--- src/rtl/pipe_ctrl_unit_if.sv ---
// Decode-stage bus: IF/ID instruction in, ID/EX control bundle and HI/LO status out.
interface pipe_ctrl_unit_if #(
  parameter int unsigned REG_AW = 5
);
  logic              id_valid;
  logic [31:0]       instr_id;
  logic              flush;
  logic              ex_regdst;
  logic              ex_alusrc;
  logic              ex_memtoreg;
  logic              ex_regwrite;
  logic              ex_memread;
  logic              ex_memwrite;
  logic              ex_branch;
  logic              ex_jump;
  logic              ex_jal;
  logic [1:0]        ex_aluop;
  logic [1:0]        ex_resmux;
  logic [REG_AW-1:0] ex_rt;
  logic              stall;
  logic              mul_start;
  logic              hilo_busy;
  logic              illegal;

  modport master (
    output id_valid, instr_id, flush,
    input  ex_regdst, ex_alusrc, ex_memtoreg, ex_regwrite, ex_memread, ex_memwrite,
           ex_branch, ex_jump, ex_jal, ex_aluop, ex_resmux, ex_rt,
           stall, mul_start, hilo_busy, illegal
  );

  modport slave (
    input  id_valid, instr_id, flush,
    output ex_regdst, ex_alusrc, ex_memtoreg, ex_regwrite, ex_memread, ex_memwrite,
           ex_branch, ex_jump, ex_jal, ex_aluop, ex_resmux, ex_rt,
           stall, mul_start, hilo_busy, illegal
  );
endinterface

--- src/rtl/pipe_ctrl_unit.sv ---
// MIPS decode-stage control: decode into ID/EX, load-use and HI/LO hazard stalls,
// and the multu/divu busy sequencer.
module pipe_ctrl_unit #(
  parameter int unsigned MUL_LAT = 32,
  parameter int unsigned REG_AW  = 5,
  parameter int unsigned CNT_W   = 6
) (
  input  logic              clk,
  input  logic              rst,
  pipe_ctrl_unit_if.slave   bus
);
  localparam logic [5:0] OP_RTYPE = 6'h00, OP_J    = 6'h02, OP_JAL   = 6'h03,
                         OP_BEQ   = 6'h04, OP_ADDIU = 6'h09, OP_LW   = 6'h23,
                         OP_SW    = 6'h2B;
  localparam logic [5:0] FN_SRL  = 6'h02, FN_MFHI = 6'h10, FN_MFLO = 6'h12,
                         FN_MULTU = 6'h19, FN_DIVU = 6'h1B;

  typedef struct packed {
    logic       regdst;
    logic       alusrc;
    logic       memtoreg;
    logic       regwrite;
    logic       memread;
    logic       memwrite;
    logic       branch;
    logic       jump;
    logic       jal;
    logic [1:0] aluop;
    logic [1:0] resmux;
  } ctrl_t;

  typedef enum logic {S_IDLE, S_BUSY} state_t;

  logic [31:0]       instr;
  logic [5:0]        op, funct;
  logic [REG_AW-1:0] rs, rt;
  logic              unused_bits;

  ctrl_t             dec, ex_q;
  logic              known, is_muldiv, is_hilo, uses_rt;
  logic              load_use, hilo_stall, stall, illegal_d, bubble, md_issue;
  logic [REG_AW-1:0] ex_rt_q;
  logic              illegal_q, start_q, start_d;
  state_t            state_q, state_d;
  logic [CNT_W-1:0]  cnt_q, cnt_d;

  assign instr       = bus.instr_id;
  assign op          = instr[31:26];
  assign funct       = instr[5:0];
  assign rs          = REG_AW'(instr[25:21]);
  assign rt          = REG_AW'(instr[20:16]);
  assign unused_bits = ^instr[15:6];

  always_comb begin
    dec       = '0;
    known     = 1'b1;
    is_muldiv = 1'b0;
    is_hilo   = 1'b0;
    uses_rt   = 1'b0;
    case (op)
      OP_RTYPE: begin
        uses_rt = 1'b1;
        if (instr != '0) begin
          case (funct)
            FN_MFHI, FN_MFLO: begin
              dec.regdst = 1'b1; dec.regwrite = 1'b1; dec.resmux = 2'b01;
              is_hilo = 1'b1;
            end
            FN_SRL: begin
              dec.regdst = 1'b1; dec.regwrite = 1'b1; dec.resmux = 2'b11;
            end
            FN_MULTU, FN_DIVU: is_muldiv = 1'b1;
            default: begin
              dec.regdst = 1'b1; dec.regwrite = 1'b1;
              dec.aluop  = 2'b10; dec.resmux = 2'b10;
            end
          endcase
        end
      end
      OP_LW: begin
        dec.alusrc = 1'b1; dec.memtoreg = 1'b1; dec.regwrite = 1'b1;
        dec.memread = 1'b1; dec.resmux = 2'b10;
      end
      OP_SW: begin
        dec.alusrc = 1'b1; dec.memwrite = 1'b1; dec.resmux = 2'b10;
        uses_rt = 1'b1;
      end
      OP_BEQ: begin
        dec.branch = 1'b1; dec.aluop = 2'b01;
        uses_rt = 1'b1;
      end
      OP_J:     dec.jump = 1'b1;
      OP_JAL:   begin dec.jump = 1'b1; dec.jal = 1'b1; dec.regwrite = 1'b1; end
      OP_ADDIU: begin dec.alusrc = 1'b1; dec.regwrite = 1'b1; dec.resmux = 2'b10; end
      default:  known = 1'b0;
    endcase
  end

  // Unknown opcodes read no registers, so they never raise a load-use stall.
  assign load_use   = known & ex_q.memread & (ex_rt_q != '0) &
                      ((ex_rt_q == rs) | (uses_rt & (ex_rt_q == rt)));
  assign hilo_stall = (state_q == S_BUSY) & (is_hilo | is_muldiv);
  assign stall      = bus.id_valid & ~bus.flush & (load_use | hilo_stall);
  assign illegal_d  = bus.id_valid & ~bus.flush & ~known;
  assign bubble     = ~bus.id_valid | bus.flush | stall | ~known;
  assign md_issue   = ~bubble & is_muldiv;

  always_comb begin
    state_d = state_q;
    cnt_d   = cnt_q;
    start_d = 1'b0;
    case (state_q)
      S_IDLE: if (md_issue) begin
        state_d = S_BUSY;
        cnt_d   = CNT_W'(MUL_LAT - 1);
        start_d = 1'b1;
      end
      S_BUSY: if (cnt_q == '0) state_d = S_IDLE;
              else             cnt_d   = cnt_q - 1'b1;
      default: state_d = S_IDLE;
    endcase
  end

  always_ff @(posedge clk or negedge rst) begin
    if (!rst) begin
      state_q   <= S_IDLE;
      cnt_q     <= '0;
      start_q   <= 1'b0;
      illegal_q <= 1'b0;
      ex_q      <= '0;
      ex_rt_q   <= '0;
    end else begin
      state_q   <= state_d;
      cnt_q     <= cnt_d;
      start_q   <= start_d;
      illegal_q <= illegal_d;
      ex_q      <= bubble ? '0 : dec;
      ex_rt_q   <= bubble ? '0 : rt;
    end
  end

  assign bus.ex_regdst   = ex_q.regdst;
  assign bus.ex_alusrc   = ex_q.alusrc;
  assign bus.ex_memtoreg = ex_q.memtoreg;
  assign bus.ex_regwrite = ex_q.regwrite;
  assign bus.ex_memread  = ex_q.memread;
  assign bus.ex_memwrite = ex_q.memwrite;
  assign bus.ex_branch   = ex_q.branch;
  assign bus.ex_jump     = ex_q.jump;
  assign bus.ex_jal      = ex_q.jal;
  assign bus.ex_aluop    = ex_q.aluop;
  assign bus.ex_resmux   = ex_q.resmux;
  assign bus.ex_rt       = ex_rt_q;
  assign bus.stall       = stall;
  assign bus.mul_start   = start_q;
  assign bus.hilo_busy   = (state_q == S_BUSY);
  assign bus.illegal     = illegal_q;
endmodule

--- src/flat_wrapper.sv ---
// flat-port wrapper written by rule: the top's interface ports become plain ports
module pipe_ctrl_unit_flat 
#(
  parameter int unsigned MUL_LAT = 32,
  parameter int unsigned REG_AW  = 5,
  parameter int unsigned CNT_W   = 6
)
  (clk, rst, bus_id_valid, bus_instr_id, bus_flush, bus_ex_regdst, bus_ex_alusrc, bus_ex_memtoreg, bus_ex_regwrite, bus_ex_memread, bus_ex_memwrite, bus_ex_branch, bus_ex_jump, bus_ex_jal, bus_ex_aluop, bus_ex_resmux, bus_ex_rt, bus_stall, bus_mul_start, bus_hilo_busy, bus_illegal);
  pipe_ctrl_unit_if #(.REG_AW(REG_AW)) bus_i ();
  input  logic clk;
  input  logic rst;
  input wire logic [$bits(bus_i.id_valid)-1:0] bus_id_valid;
  input wire logic [$bits(bus_i.instr_id)-1:0] bus_instr_id;
  input wire logic [$bits(bus_i.flush)-1:0] bus_flush;
  output wire logic [$bits(bus_i.ex_regdst)-1:0] bus_ex_regdst;
  output wire logic [$bits(bus_i.ex_alusrc)-1:0] bus_ex_alusrc;
  output wire logic [$bits(bus_i.ex_memtoreg)-1:0] bus_ex_memtoreg;
  output wire logic [$bits(bus_i.ex_regwrite)-1:0] bus_ex_regwrite;
  output wire logic [$bits(bus_i.ex_memread)-1:0] bus_ex_memread;
  output wire logic [$bits(bus_i.ex_memwrite)-1:0] bus_ex_memwrite;
  output wire logic [$bits(bus_i.ex_branch)-1:0] bus_ex_branch;
  output wire logic [$bits(bus_i.ex_jump)-1:0] bus_ex_jump;
  output wire logic [$bits(bus_i.ex_jal)-1:0] bus_ex_jal;
  output wire logic [$bits(bus_i.ex_aluop)-1:0] bus_ex_aluop;
  output wire logic [$bits(bus_i.ex_resmux)-1:0] bus_ex_resmux;
  output wire logic [$bits(bus_i.ex_rt)-1:0] bus_ex_rt;
  output wire logic [$bits(bus_i.stall)-1:0] bus_stall;
  output wire logic [$bits(bus_i.mul_start)-1:0] bus_mul_start;
  output wire logic [$bits(bus_i.hilo_busy)-1:0] bus_hilo_busy;
  output wire logic [$bits(bus_i.illegal)-1:0] bus_illegal;
  assign bus_i.id_valid = bus_id_valid;
  assign bus_i.instr_id = bus_instr_id;
  assign bus_i.flush = bus_flush;
  assign bus_ex_regdst = bus_i.ex_regdst;
  assign bus_ex_alusrc = bus_i.ex_alusrc;
  assign bus_ex_memtoreg = bus_i.ex_memtoreg;
  assign bus_ex_regwrite = bus_i.ex_regwrite;
  assign bus_ex_memread = bus_i.ex_memread;
  assign bus_ex_memwrite = bus_i.ex_memwrite;
  assign bus_ex_branch = bus_i.ex_branch;
  assign bus_ex_jump = bus_i.ex_jump;
  assign bus_ex_jal = bus_i.ex_jal;
  assign bus_ex_aluop = bus_i.ex_aluop;
  assign bus_ex_resmux = bus_i.ex_resmux;
  assign bus_ex_rt = bus_i.ex_rt;
  assign bus_stall = bus_i.stall;
  assign bus_mul_start = bus_i.mul_start;
  assign bus_hilo_busy = bus_i.hilo_busy;
  assign bus_illegal = bus_i.illegal;
  pipe_ctrl_unit #(.MUL_LAT(MUL_LAT), .REG_AW(REG_AW), .CNT_W(CNT_W)) u_core (.clk(clk), .rst(rst), .bus(bus_i));
endmodule
--- config.mk ---
export PLATFORM = sky130hd
export DESIGN_NAME = pipe_ctrl_unit_flat
export DESIGN_NICKNAME = d
export VERILOG_FILES = /design/src/rtl/pipe_ctrl_unit_if.sv /design/src/rtl/pipe_ctrl_unit.sv /design/src/flat_wrapper.sv
export SDC_FILE = /design/constraint.sdc
export NUM_CORES = 1
export LEC_CHECK = 0
export BUFFER_PORTS_ARGS = -buffer_cell sky130_fd_sc_hd__buf_2
export CORE_UTILIZATION = 43
export CTS_CLUSTER_DIAMETER = 80
export DETAILED_ROUTE_END_ITERATION = 12
export GPL_TIMING_DRIVEN = 0
export PLACE_DENSITY_LB_ADDON = 0.2
export SETUP_SLACK_MARGIN = 0.4
export SLEW_MARGIN = 20
export SYNTH_ARGS = -nofsm -noshare
export SYNTH_HDL_FRONTEND = slang
export SYNTH_SLANG_ARGS = --single-unit
--- constraint.sdc ---
create_clock -name clk -period 2.04 [get_ports clk]
set_input_delay 0.204 -clock clk [delete_from_list [all_inputs] [get_ports clk]]
set_output_delay 0.204 -clock clk [all_outputs]
set_load 0.005 [all_outputs]
### After elaboration in Yosys (flattened, before gate mapping)

Cells that the tools add are included.

* $add $sub $neg: 1
* equality and inequality tests: 15
* mux-type cells: 32
* bitwise logic cells: 20
* reductions and logical operators: 13

Operator list (number)
* $reduce_bool 32->1: 1
* $eq 6x5->1 const B: 4
* $mux 1: 20
* $eq 6x2->1 const B: 3
* $mux 13: 1
* $eq 6x6->1 const B: 2
* $logic_not 6->1: 2
* $mux 6: 2
* $pmux 6 s2: 1
* $eq 5x5->1: 2
* $and 1x1->1: 9
* $reduce_or 3->1: 3
* $pmux 2 s2: 2
* $reduce_or 7->1: 1
* $eq 6x3->1 const B: 1
* $eq 6x4->1 const B: 1
* $or 1x1->1: 6
* $pmux 2 s3: 1
* $reduce_or 2->1: 3
* $sub 6x1->6 const B: 1
* $mux 5: 1
* $not 1->1: 5
* $reduce_bool 5->1: 1
* $reduce_or 5->1: 1
* 6 further kinds: 7

* flip-flop bits (word level): 27
* bits of input ports: 36

### Logic depth before layout (Yosys ltp)

* depth in word-level cells: 15
* depth in mapped cells: 8
* mapped depth without buffers: 7

### Worst setup path before layout

Ideal clock, no wire load.

* path kind: register to register
* start: register u_core.ex_rt_q[1] (netlist: u_core.bus.ex_rt[1])
* end: register u_core.ex_q, in the netlist u_core.bus.ex_aluop[1]
* setup time: 80 ps
* arrival time: 1834 ps
* slack: 126 ps
* stages on the path, launching flop included: 8
* path buffers: 2
* clock period less this slack: 1914 ps
* cell sequence: dfrtp_1 or4_4 o21ai_2 o41ai_1 or2_1 buf_6 buf_6 nor3_4

* cells in the longest elaborated chain, start to end: 9
* elaborated cells between the ends (all ways): 12

RTL lines
* start: declaration: RTL line pipe_ctrl_unit.sv:42 `logic [REG_AW-1:0] ex_rt_q;`
* start signal: assignment: RTL line pipe_ctrl_unit.sv:138 `ex_rt_q <= bubble ? '0 : rt;`
* $eq 5x5->1: RTL line pipe_ctrl_unit.sv:101 `((ex_rt_q == rs) | (uses_rt & (ex_rt_q == rt)));`
* $and 1x1->1: RTL line pipe_ctrl_unit.sv:101
* $or 1x1->1: RTL line pipe_ctrl_unit.sv:101
* $and 1x1->1 *: RTL line pipe_ctrl_unit.sv:100 `assign load_use = known & ex_q.memread & (ex_rt_q != '0) &`
* $or 1x1->1 *: RTL line pipe_ctrl_unit.sv:103 `assign stall = bus.id_valid & ~bus.flush & (load_use | hilo_stall);`
* $and 1x1->1 *: RTL line pipe_ctrl_unit.sv:103
* $or 1x1->1 * (2 in a row): RTL line pipe_ctrl_unit.sv:105 `assign bubble = ~bus.id_valid | bus.flush | stall | ~known;`
* $mux 13 *: RTL line pipe_ctrl_unit.sv:137 `ex_q <= bubble ? '0 : dec;`
* end signal: assignment: RTL line pipe_ctrl_unit.sv:137
* end: declaration: RTL line pipe_ctrl_unit.sv:39 `ctrl_t dec, ex_q;`

Mark *: on every way between the ends. The rest lies on a longest branch, timed or not.
A chain may end at the register's enable or synchronous reset.

### Final worst setup path

* start: register u_core.ex_rt_q[2] (netlist: u_core.bus.ex_rt[2])
* end: output port bus_stall

* cells in the longest elaborated chain, start to end: 6
* elaborated cells between the ends (all ways): 9

RTL lines
* $eq 5x5->1: RTL line pipe_ctrl_unit.sv:101
* $and 1x1->1: RTL line pipe_ctrl_unit.sv:101
* $or 1x1->1: RTL line pipe_ctrl_unit.sv:101
* $and 1x1->1 *: RTL line pipe_ctrl_unit.sv:100
* $or 1x1->1 *: RTL line pipe_ctrl_unit.sv:103
* $and 1x1->1 *: RTL line pipe_ctrl_unit.sv:103
* end: declaration: RTL line flat_wrapper.sv:27 `output wire logic [$bits(bus_i.stall)-1:0] bus_stall;`

Marks and branches as above.

==> summary.md <==
| Metric | Value |
|---|---|
| Setup TNS | `0 ns` |
| Gr usage total | `21.85%` |
| Pwr Density | `738.9 mW/mm^2` |
| Via density | `5.388` |
| Area growth from synthesis to layout | `37.30%` |
| Clk slew on worst S/H paths | `0.16 ns` |
| Area leader, netlist | `dfrtp_1` |
| Routed length on met3 | `233 um` |
| Max Cap Viol | `0` |
| RePlAce Congestion | `0.8497` |
| Core area | `0.003128 mm^2` |
| Share of post-route cells with drive strength above 1 | `41.10%` |
| Design area | `0.002008 mm^2` |
| Crit Path Class | `flip-flop to output port` |
| DR WL/cell | `13.89 um` |
| Routed WL | `3654 um` |
| Area fraction of the dominant cell type after synthesis | `44.48%` |
| Routed Antenna Nets | `0` |
| Max Clock Skew | `0.01320 ns` |
| Routed metal-1 wirelength | `1538 um` |
| Switch share | `32.66%` |
| Nets | `257` |
| Pre-CTS setup slack | `-0.01071 ns` |
| Fin crit share | `99.83%` |
| Die Ht | `60.32 um` |
| CTS tree | `yes` |
| Worst EP required | `1.84 ns` |
| Crit Path Max Fanout | `4` |
| Final Max Tran Viols | `0` |
| Clock sinks | `26` |
| Design Power | `1.484 mW` |
| Initial drt markers | `32` |
| Std cell rows | `20` |
| Slew HR | `61.06%` |
| Die Wd | `60.32 um` |
| Maximum VDD drop | `0.3570 mV` |
| Flop2flop setup slack | `0.02 ns` |
| Die area | `0.003639 mm^2` |
| Top-count cell post-synth | `dfrtp_1` |
| EDFF count, synth | `0` |
| Reg area | `651.9 um^2` |
| Main synth FF type | `dfrtp_1` |
| Clock share of power | `24.7%` |
| Final Util | `64.20%` |
| H-tree Lvls | `1` |
| First-pass GRT wire length | `5761 um` |
| Synth Register Bits | `26` |
| DP Area | `0.001828 mm^2` |
| Cts bufs inserted | `3` |
| NetSw | `0.4847 mW` |
| DR top layer | `met4` |
| Ports | `58` |
| Routed wl met2 | `1810 um` |
| Gr ovfl total | `0` |
| Average size of a mapped cell | `9.498 um^2` |
| Post-Syn Nets | `191` |
| Cell Count Post-Placement | `253` |
| Worst setup EP type | `output port` |
| Internal power | `0.9991 mW` |
| Largest net degree at the start of global routing | `27` |
| Reg power frac | `45.4%` |
| Post-Syn Area | `0.001463 mm^2` |
| Non-filler cells in the finished layout | `263` |
| Tmin final | `2.037 ns` |
| RSZ-0062 raised after global routing | `true` |
| Combined area of the multi-input logic cells | `859.6 um^2` |
| Leak Pwr | `0.9309 nW` |
| Mapped Cells | `154` |
| Status | `completed` |
| Worst-skew pair later-pin latency | `0.34 ns` |
| Via count | `1,417` |
| Comb pwr share | `30.0%` |
| Asr flop ratio synth | `100.0%` |
| Detailed-route DRC error count | `0` |
| Fill cells | `267` |
| Pre-antenna DRT Iters | `4` |
| CTS max path bufs | `2` |
| Number of global-route vias before repair | `1,293` |
| Initial antenna violation count | `0` |
| Hold Crit Class | `input port to flip-flop` |
| YS warnings | `0` |
| Register area share after synthesis | `44.48%` |
| Clock Tree Root | `clkbuf_4` |
| Synth area leaders | `dfrtp_1 44%, xnor2_1 6.0%, nor4_1 5.1%` |
| Final Hold Fails | `0` |
| Most frequent cells after synthesis | `26 x dfrtp_1, 14 x nand2_1, 12 x nor2_1, 12 x nor4_1` |
| Worst Max-Slew Pin Slew | `0.5841 ns` |
| Port bufs | `55` |
| Yosys cell types | `45` |
| Final HPWL DP | `2828 um` |
| Starting Density | `46.76%` |
| Ant. Diodes | `0` |
| Fmax | `491.0 MHz` |
| Final setup margin | `0.003370 ns` |
| Arrival time at the worst endpoint | `1.83 ns` |
| Setup-failing EPs final | `0` |
| Final hold slack | `0.1081 ns` |
| Crit path launch type | `flip-flop` |
-- logic make-up after synthesis --
group	Yosys count	synth area share, %
AOI/OAI and AO/OA	22	10.35
xor gates and xnor gates	11	6.587
adders and majority gates	1	0.8553
buffers and inverters	12	4.533
DFF	26	44.48
muxes	3	2.053
and+or+nand+nor	79	31.14
-- timing repair --
action / 4_1_cts / 5_1_grt
endpoints found under the hold margin: 26 / 0
setup buffers: 4 / 1
endpoints found under the setup margin: 26 / 26
pin swaps: 2 / 0
cloned: 0 / 0
gates resized for setup: 12 / 3
hold buffers: 1 / 0
-- cell usage in the layout (no fill, tap or decap), types with 4 or more instances in the layout --
master and n:
nand2_1 14, and2_1 5, xnor2_1 10, buf_4 6
nor3_1 7, inv_1 6, nor2_1 12, nor4_1 6
a21oi_1 5, dfrtp_1 25, nor4_4 4, buf_2 56
-- power by group through the flow --
stage	Combinational, mW	Clock, mW	Sequential, mW
floorplan	0.290	0	0.660
global route	0.499	0.392	0.684
detailed placement	0.412	0	0.672
global placement	0.392	0	0.668
CTS	0.438	0.368	0.661
finish	0.445	0.366	0.673
-- per-layer routing --
| metal | up-vias | global-route usage (%) |
|---|---|---|
| met3 | 6 | 3.030 |
| met1 | 661 | 27.58 |
| met2 | 65 | 36.89 |
| li1 | 685 | - |
| met4 | 0 | 9.967 |
| met5 | - | 0 |
-- worst paths after layout --
check | from | to | cells past startpoint
max in group asynchronous | rst | u_core.bus.ex_rt[4]$_DFF_PN0_ | 2
min in group asynchronous | rst | u_core.bus.mul_start$_DFF_PN0_ | 2
worst min register to register | u_core.cnt_q[2]$_DFFE_PN0P_ | u_core.cnt_q[2]$_DFFE_PN0P_ | 1
worst max-delay path | u_core.bus.ex_rt[2]$_DFF_PN0_ | bus_stall | 5
worst max register to register | u_core.bus.ex_rt[0]$_DFF_PN0_ | u_core.bus.hilo_busy$_DFF_PN0_ | 8
worst min-delay path | bus_instr_id[19] | u_core.bus.ex_rt[3]$_DFF_PN0_ | 2
-- sequential cells by signal, indices dropped and copies added (netlist names) --
name and cells:
u_core.cnt_q 6, u_core.bus.ex_rt 5, u_core.bus.ex_aluop 2, u_core.bus.ex_resmux 2
u_core.bus.ex_alusrc 1, u_core.bus.ex_branch 1, u_core.bus.ex_jal 1, u_core.bus.ex_jump 1
u_core.bus.ex_memread 1, u_core.bus.ex_memwrite 1, u_core.bus.ex_regdst 1, u_core.bus.ex_regwrite 1
u_core.bus.hilo_busy 1, u_core.bus.illegal 1, u_core.bus.mul_start 1
-- worst max-delay path, stage by stage, from the launching register on --
cell and delay [ns]:
dfrtp_1 0.46, or4_4 0.55, o21a_1 0.20, o211ai_1 0.08
a21oi_1 0.09, buf_2 0.12
-- cell type report --
type | instances | area share [%]
multi-input cells | 116 | 42.80
flip-flops and latches | 26 | 32.46
repair buffers | 61 | 16.07
well taps | 44 | 2.741
plain buffers | 6 | 2.181
clock inverters | 1 | 1.495
clock buffers | 3 | 1.121
inverters | 6 | 1.121
Power figures use the tool's default switching activity.
